### config.mk
export PLATFORM = sky130hd
export DESIGN_NAME = sha3_stream_feeder
export DESIGN_NICKNAME = d
export VERILOG_FILES = /design/src/rtl/sha3_stream_feeder.sv
export SDC_FILE = /design/constraint.sdc
export NUM_CORES = 2
export LEC_CHECK = 0
export BUFFER_PORTS_ARGS = -buffer_cell sky130_fd_sc_hd__buf_4
export CAP_MARGIN = 5
export CORE_ASPECT_RATIO = 1.75
export CORE_UTILIZATION = 50
export CTS_CLUSTER_DIAMETER = 40
export DETAILED_ROUTE_END_ITERATION = 6
export PLACE_DENSITY = 0.67
export SYNTH_ARGS = -nofsm -noshare
export SYNTH_HDL_FRONTEND = slang
export SYNTH_SLANG_ARGS = --single-unit
### constraint.sdc
create_clock -name clk -period 31.2 [get_ports clk]
set_input_delay 1.56 -clock clk [delete_from_list [all_inputs] [get_ports clk]]
set_output_delay 1.56 -clock clk [all_outputs]
set_load 0.05 [all_outputs]
### src/rtl/sha3_stream_feeder.sv
// Streams a byte-length message from OCM through the burst read master into keccak lanes.
// Single-word bursts are credit-gated on FIFO occupancy; the lane FSM handles partial and empty final lanes.
module sha3_stream_feeder #(
   parameter int BUS_W      = 128,
   parameter int LANE_W     = 64,
   parameter int FIFO_DEPTH = 8,
   parameter int LEN_W      = 16,
   parameter int ADDR_W     = 32
) (
   input  logic              clk,
   input  logic              reset,
   input  logic              i_start,
   input  logic              i_abort,
   input  logic [ADDR_W-1:0] i_base_addr,
   input  logic [LEN_W-1:0]  i_num_bytes,
   output logic              o_rd_req,
   output logic [ADDR_W-1:0] o_rd_addr,
   input  logic              i_rd_active,
   input  logic              i_rd_done,
   input  logic [BUS_W-1:0]  i_bus_data,
   input  logic              i_bus_valid,
   output logic [LANE_W-1:0] o_k_in,
   output logic              o_k_in_ready,
   output logic              o_k_is_last,
   output logic [2:0]        o_k_byte_num,
   input  logic              i_k_buffer_full,
   input  logic              i_k_out_ready,
   output logic              o_busy,
   output logic              o_done
);
   localparam int BPW = BUS_W / 8;
   localparam int LPW = BUS_W / LANE_W;
   localparam int LBY = LANE_W / 8;
   localparam int BSH = $clog2(BPW);
   localparam int AW  = $clog2(FIFO_DEPTH);
   localparam int LIW = (LPW > 1) ? $clog2(LPW) : 1;

   typedef enum logic [1:0] {R_IDLE, R_REQ, R_WAIT_ACT, R_WAIT_DONE} rstate_t;
   typedef enum logic [2:0] {L_IDLE, L_FETCH, L_ISSUE, L_WAIT_HASH, L_DONE} lstate_t;

   rstate_t           r_rstate;
   lstate_t           r_lstate;
   logic              r_drain;
   logic [LEN_W:0]    r_words_left;
   logic [LEN_W-1:0]  r_index;
   logic [ADDR_W-1:0] r_base;
   logic              r_rd_req;
   logic [ADDR_W-1:0] r_rd_addr;

   logic [BUS_W-1:0]  r_mem [FIFO_DEPTH];
   logic [AW-1:0]     r_wptr, r_rptr;
   logic [AW:0]       r_count;
   logic [BUS_W-1:0]  r_fifo_q;
   logic              r_overflow;

   logic [LEN_W-1:0]  r_rem;
   logic [LIW-1:0]    r_lane_idx;
   logic              r_empty_lane;
   logic [LANE_W-1:0] r_k_in;
   logic              r_k_in_ready, r_k_is_last;
   logic [2:0]        r_k_byte_num;
   logic              r_busy, r_done;

   logic              w_empty, w_full, w_pop, w_wr, w_abort, w_start, w_outstanding;
   logic [LEN_W:0]    w_words;
   logic [LANE_W-1:0] w_lane;

   assign w_empty       = (r_count == '0);
   assign w_full        = (r_count == (AW+1)'(FIFO_DEPTH));
   assign w_abort       = i_abort && r_busy;
   assign w_start       = i_start && !i_abort && !r_busy && (r_rstate == R_IDLE);
   assign w_outstanding = (r_rstate == R_WAIT_ACT) || (r_rstate == R_WAIT_DONE);
   assign w_pop         = (r_lstate == L_FETCH) && !w_empty && !w_abort;
   // Data of a burst that outlived an abort is dropped on the floor.
   assign w_wr          = i_bus_valid && !r_drain && !w_abort && (!w_full || w_pop);
   assign w_words       = ({1'b0, i_num_bytes} + (LEN_W+1)'(BPW - 1)) >> BSH;
   assign w_lane        = LANE_W'(r_fifo_q >> (int'(r_lane_idx) * LANE_W));

   // Read side: one single-word burst in flight at most.
   always_ff @(posedge clk) begin
      if (reset) begin
         r_rstate     <= R_IDLE;
         r_drain      <= 1'b0;
         r_words_left <= '0;
         r_index      <= '0;
         r_base       <= '0;
         r_rd_req     <= 1'b0;
         r_rd_addr    <= '0;
      end else begin
         r_rd_req <= 1'b0;
         if (w_abort) begin
            if (w_outstanding) r_drain <= 1'b1;
            else r_rstate <= R_IDLE;
         end else if (w_start) begin
            r_words_left <= w_words;
            r_index      <= '0;
            r_base       <= i_base_addr;
            r_rstate     <= (w_words == '0) ? R_IDLE : R_REQ;
         end else begin
            case (r_rstate)
               R_REQ: begin
                  if (r_words_left == '0) r_rstate <= R_IDLE;
                  else if (r_count < (AW+1)'(FIFO_DEPTH)) begin
                     r_rd_req  <= 1'b1;
                     r_rd_addr <= r_base + (ADDR_W'(r_index) << BSH);
                     r_rstate  <= R_WAIT_ACT;
                  end
               end
               R_WAIT_ACT: begin
                  if (r_drain && i_rd_done) begin
                     r_drain  <= 1'b0;
                     r_rstate <= R_IDLE;
                  end else if (i_rd_active) r_rstate <= R_WAIT_DONE;
               end
               R_WAIT_DONE: begin
                  if (i_rd_done) begin
                     if (r_drain) begin
                        r_drain  <= 1'b0;
                        r_rstate <= R_IDLE;
                     end else begin
                        r_index      <= r_index + 1'b1;
                        r_words_left <= r_words_left - 1'b1;
                        r_rstate     <= (r_words_left == (LEN_W+1)'(1)) ? R_IDLE : R_REQ;
                     end
                  end
               end
               default: ;
            endcase
         end
      end
   end

   always_ff @(posedge clk) begin
      if (w_wr) r_mem[r_wptr] <= i_bus_data;
   end

   always_ff @(posedge clk) begin
      if (reset) begin
         r_wptr     <= '0;
         r_rptr     <= '0;
         r_count    <= '0;
         r_fifo_q   <= '0;
         r_overflow <= 1'b0;
      end else if (w_abort) begin
         r_wptr  <= '0;
         r_rptr  <= '0;
         r_count <= '0;
      end else begin
         if (w_start) r_overflow <= 1'b0;
         else if (i_bus_valid && !r_drain && w_full && !w_pop) r_overflow <= 1'b1;
         if (w_wr) r_wptr <= r_wptr + 1'b1;
         if (w_pop) begin
            r_rptr   <= r_rptr + 1'b1;
            r_fifo_q <= r_mem[r_rptr];
         end
         case ({w_wr, w_pop})
            2'b10:   r_count <= r_count + 1'b1;
            2'b01:   r_count <= r_count - 1'b1;
            default: ;
         endcase
      end
   end

   // Lane side: at most one lane every other cycle, gated by last cycle's buffer_full.
   always_ff @(posedge clk) begin
      if (reset) begin
         r_lstate     <= L_IDLE;
         r_rem        <= '0;
         r_lane_idx   <= '0;
         r_empty_lane <= 1'b0;
         r_k_in       <= '0;
         r_k_in_ready <= 1'b0;
         r_k_is_last  <= 1'b0;
         r_k_byte_num <= '0;
         r_busy       <= 1'b0;
         r_done       <= 1'b0;
      end else begin
         r_k_in_ready <= 1'b0;
         if (w_abort) begin
            r_lstate     <= L_IDLE;
            r_k_in       <= '0;
            r_k_is_last  <= 1'b0;
            r_k_byte_num <= '0;
            r_done       <= 1'b0;
            r_busy       <= w_outstanding;
         end else if (w_start) begin
            r_busy       <= 1'b1;
            r_done       <= 1'b0;
            r_rem        <= i_num_bytes;
            r_lane_idx   <= '0;
            r_empty_lane <= (i_num_bytes == '0);
            r_lstate     <= (i_num_bytes == '0) ? L_ISSUE : L_FETCH;
         end else begin
            if (r_drain && i_rd_done) r_busy <= 1'b0;
            case (r_lstate)
               L_FETCH: if (!w_empty) r_lstate <= L_ISSUE;
               L_ISSUE: begin
                  if (!i_k_buffer_full && !r_k_in_ready) begin
                     r_k_in_ready <= 1'b1;
                     if (r_empty_lane) begin
                        r_k_in       <= '0;
                        r_k_is_last  <= 1'b1;
                        r_k_byte_num <= '0;
                        r_lstate     <= L_WAIT_HASH;
                     end else if (r_rem > LEN_W'(LBY)) begin
                        r_k_in       <= w_lane;
                        r_k_is_last  <= 1'b0;
                        r_k_byte_num <= '0;
                        r_rem        <= r_rem - LEN_W'(LBY);
                        if (r_lane_idx == LIW'(LPW - 1)) begin
                           r_lane_idx <= '0;
                           r_lstate   <= L_FETCH;
                        end else r_lane_idx <= r_lane_idx + 1'b1;
                     end else if (r_rem == LEN_W'(LBY)) begin
                        r_k_in       <= w_lane;
                        r_k_is_last  <= 1'b0;
                        r_k_byte_num <= '0;
                        r_rem        <= '0;
                        r_empty_lane <= 1'b1;
                     end else begin
                        r_k_in       <= w_lane;
                        r_k_is_last  <= 1'b1;
                        r_k_byte_num <= r_rem[2:0];
                        r_lstate     <= L_WAIT_HASH;
                     end
                  end
               end
               L_WAIT_HASH: begin
                  if (i_k_out_ready) begin
                     r_lstate <= L_DONE;
                     r_done   <= 1'b1;
                     r_busy   <= 1'b0;
                  end
               end
               default: ;
            endcase
         end
      end
   end

   assign o_rd_req     = r_rd_req;
   assign o_rd_addr    = r_rd_addr;
   assign o_k_in       = r_k_in;
   assign o_k_in_ready = r_k_in_ready;
   assign o_k_is_last  = r_k_is_last;
   assign o_k_byte_num = r_k_byte_num;
   assign o_busy       = r_busy;
   assign o_done       = r_done;
endmodule
==> run_results.csv <==
group,metric,value,unit
run_status,status,"finished, violations left",
run_status,violations,"DRC",
drt,routed_wirelength,123700,um
sta,hold_violations,0,
layout,final_core_util,0.5802,
clocking,clk-insertion-delay-late,0.76,ns
yosys,synth-seq-area-share,0.7108,
global_route,grt_max_degree,190,
yosys,synth_top_family_by_area,"multiplexers",
layout,synthToLayoutAreaGrowth,15.32,%
placement,place_area,56160,um2
global_route,grt_pass1_wl,185100,um
worst_setup_path,worstSetupPathType,"input port to register",
global_route,grt_use_met3,0.04329,
placement,pre_cts_ws,26.23,ns
placement,dp.cells,4706,
pwr,p_per_area,73.80,nW/um2
drt,ant_nets,0,
yosys,postSynthAreaPerCell,16.36,um2
clocking,clkSinkCount,1355,
yosys,synthTopCellsByArea,"edfxtp_1 (58%), dfxtp_1 (13%), mux4_2 (11%), mux2i_1 (3.4%), nor2_1 (2.1%)",
sta,max_slew_margin,0.2542,
yosys,synth_mux_area_frac,0.1476,
die,die_w,247.1,um
global_route,met2_usage,0.4302,
yosys,synth_nets,3425,
global_route,antenna_found_initial,13,
yosys,synthXorXnorAreaFrac,0.009328,
worst_setup_path,max_stage_delay,0.63,ns
clocking,path_clk_slew,0.07,ns
pwr,power,4.475,mW
clocking,cts_buffers,133,
yosys,synth_cells,3213,
clocking,ctsHoldBuffers,0,
worst_setup_path,critPathArrivalTime,4.56,ns
worst_setup_path,cp_cell_sequence,"buf_4 > and2_1 > a311oi_2 > buf_4 > nand2_1 > nor2_4 > buf_4 > buf_4",
sta,max_freq,238.9,MHz
pwr,pwr-share-comb,0.155,
pwr,vdd_drop_max,63.96,uV
yosys,yosysWarnings,0,
yosys,ys_ff_latch,1355,
clocking,cts_tree,"built",
worst_setup_path,start_kind,"input port",
sta,whs,0.4484,ns
drt,firstDrtPassIters,7,
sta,tightestPinTransition,1.119,ns
pwr,swShare,0.2651,
pwr,clockPowerShare,0.365,
yosys,synth-adder-area-share,0.006711,
worst_setup_path,crit_top_cell,"buf_4",
drt,via_per_inst,5.839,
drt,wl_per_cell,24.95,um
yosys,ys_async_sr_fraction,0,
yosys,yosysTopAreaCellShare,0.5848,
sta,setup_tns,0,ns
drt,drtIter0Drc,1789,
global_route,met1_usage,0.2822,
drt,drc,70,
pwr,pwr-share-seq,0.480,
die,io_pins,289,
sta,min_period_over_period,0.1342,
global_route,first_global_vias,29789,
drt,dr_total_vias,28937,
clocking,cts_resized,0,
yosys,syn_area,52580,um2
sta,layout_setup_ws,27.01,ns
layout,mostFrequentLayoutCell,"edfxtp_1",
layout,layout_common_cells,"edfxtp_1 (1024), buf_4 (332), dfxtp_1 (326)",
placement,portBuffers,288,
die,row_count,157,
placement,gp_congestion,0.8361,
worst_setup_path,crit_slowest_cell,"nor2_4",
yosys,synth-compound-area-share,0.05340,
clocking,cts_setup_buffers,0,
sta,rsz0062_at_grt,"false",
sta,finalSetupViolCount,0,
yosys,ys_types,69,
pwr,p_leak,19.51,nW
layout,fin_area,60640,um2
sta,period_needed,4.187,ns
placement,place_hpwl,74080,um
hold_path,hold_class,"register to register",
clocking,htreeDepth,4,
pwr,switchingPower,1.186,mW
layout,layout.nets,3702,
worst_setup_path,end_kind,"register",
global_route,grt.busiest_layer,"met2",
die,die-area,106500,um2
yosys,synth_area_leader_cell,"edfxtp_1",
layout,post_route_cells_drive_above_1_share,0.2383,
yosys,synth_edf_count,1024,
yosys,yosys.area_share.simple,0.05507,
die,initial_core_util,0.5031,
flow_run,maxCapViolCount,0,
yosys,synth_ff_type,"edfxtp_1",
global_route,grt.total_usage,0.2368,
worst_setup_path,crit_required,31.57,ns
clocking,clockRootBuffer,"clkbuf_16",
layout,stdcell_count,4956,
worst_setup_path,critical_path.max_fanout,31,
clocking,cts_buffer_depth,3,
pwr,p_int,3.289,mW
die,die_h,431.0,um
global_route,overflow,0,
sta,drv_slew,0,
die,coreArea,104500,um2
sta,skew,0.03611,ns
[cell type report]
type / instances / area, um2
diodes: 4 / 10.01
clock buffers: 165 / 3583
clock inverters: 81 / 885.9
fillers: 7998 / 43870
inverters: 26 / 97.59
multi-input cells: 1637 / 14390
flip-flops and latches: 1355 / 37390
well taps: 1351 / 1690
repair buffers: 337 / 2586
[metal layers]
metal,vias up,share of wire
met4,4,0.024
met3,198,0.052
met5,-,0.00022
met1,14828,0.38
li1,13090,-
met2,817,0.54
[synthesized netlist by cell type (7+ instances only)]
cell      number
a22oi_1       21
a21oi_1      161
nand4_1       11
dfxtp_1      331
nand2b_1      10
a21o_1         7
nand2_1      196
nor4_1        17
edfxtp_1    1024
o21ai_0       56
nor2_1       290
mux2i_1      180
xnor2_1       23
buf_2         43
a211oi_1     136
nor3_1        46
buf_1         18
ha_1          25
inv_1         24
nand3_1       34
mux2_2        17
xor2_1        33
or3_1          8
mux4_2       256
clkbuf_1     132
a31oi_1       12
[path summary, 6_finish.rpt]
| path | startpoint | endpoint | slack, ns | depth (start not counted) |
|---|---|---|---|---|
| hold reg to reg | r_base[3] | o_rd_addr[3] | 0.45 | 2 |
| setup reg to reg | r_lstate[0] | r_mem[3][29] | 27.29 | 8 |
| setup / recovery | i_abort | r_mem[3][29] | 27.01 | 8 |
| hold / removal | r_base[3] | o_rd_addr[3] | 0.45 | 2 |
[sequential cells by signal, indices dropped and copies added (netlist names), 4 cells and up]
| signal | flops |
|---|---|
| r_fifo_q | 128 |
| r_words_left | 17 |
| r_base | 32 |
| r_index | 16 |
| r_rem | 16 |
| r_mem | 1024 |
| r_count | 4 |
| o_k_in | 64 |
| o_rd_addr | 32 |
[critical path, delay by kind of cell]
kind                   cells  cell delay, ns
buffers and inverters      4            1.47
AND/OR/NAND/NOR            3            1.17
AO/OA/AOI/OAI              1            0.27
[kinds of logic (layout without fill, tap and decap cells)]
group,after synthesis,count (layout)
fa+ha+maj,27,27
buf+inv,221,609
xor+xnor,56,56
flops,1355,1355
simple gates,658,658
compound gates,443,443
other cells,0,4
mux,453,453
[power by group through the flow]
stage | combinational, mW | sequential [mW] | clock, mW
after CTS | 0.706 | 2.15 | 1.66
after global routing | 0.759 | 2.16 | 1.73
final | 0.695 | 2.15 | 1.63
after detailed placement | 0.702 | 2.19 | 0
after global placement | 0.695 | 2.18 | 0
after floorplan | 0.465 | 2.21 | 0
(Power assumes the default switching activity.)
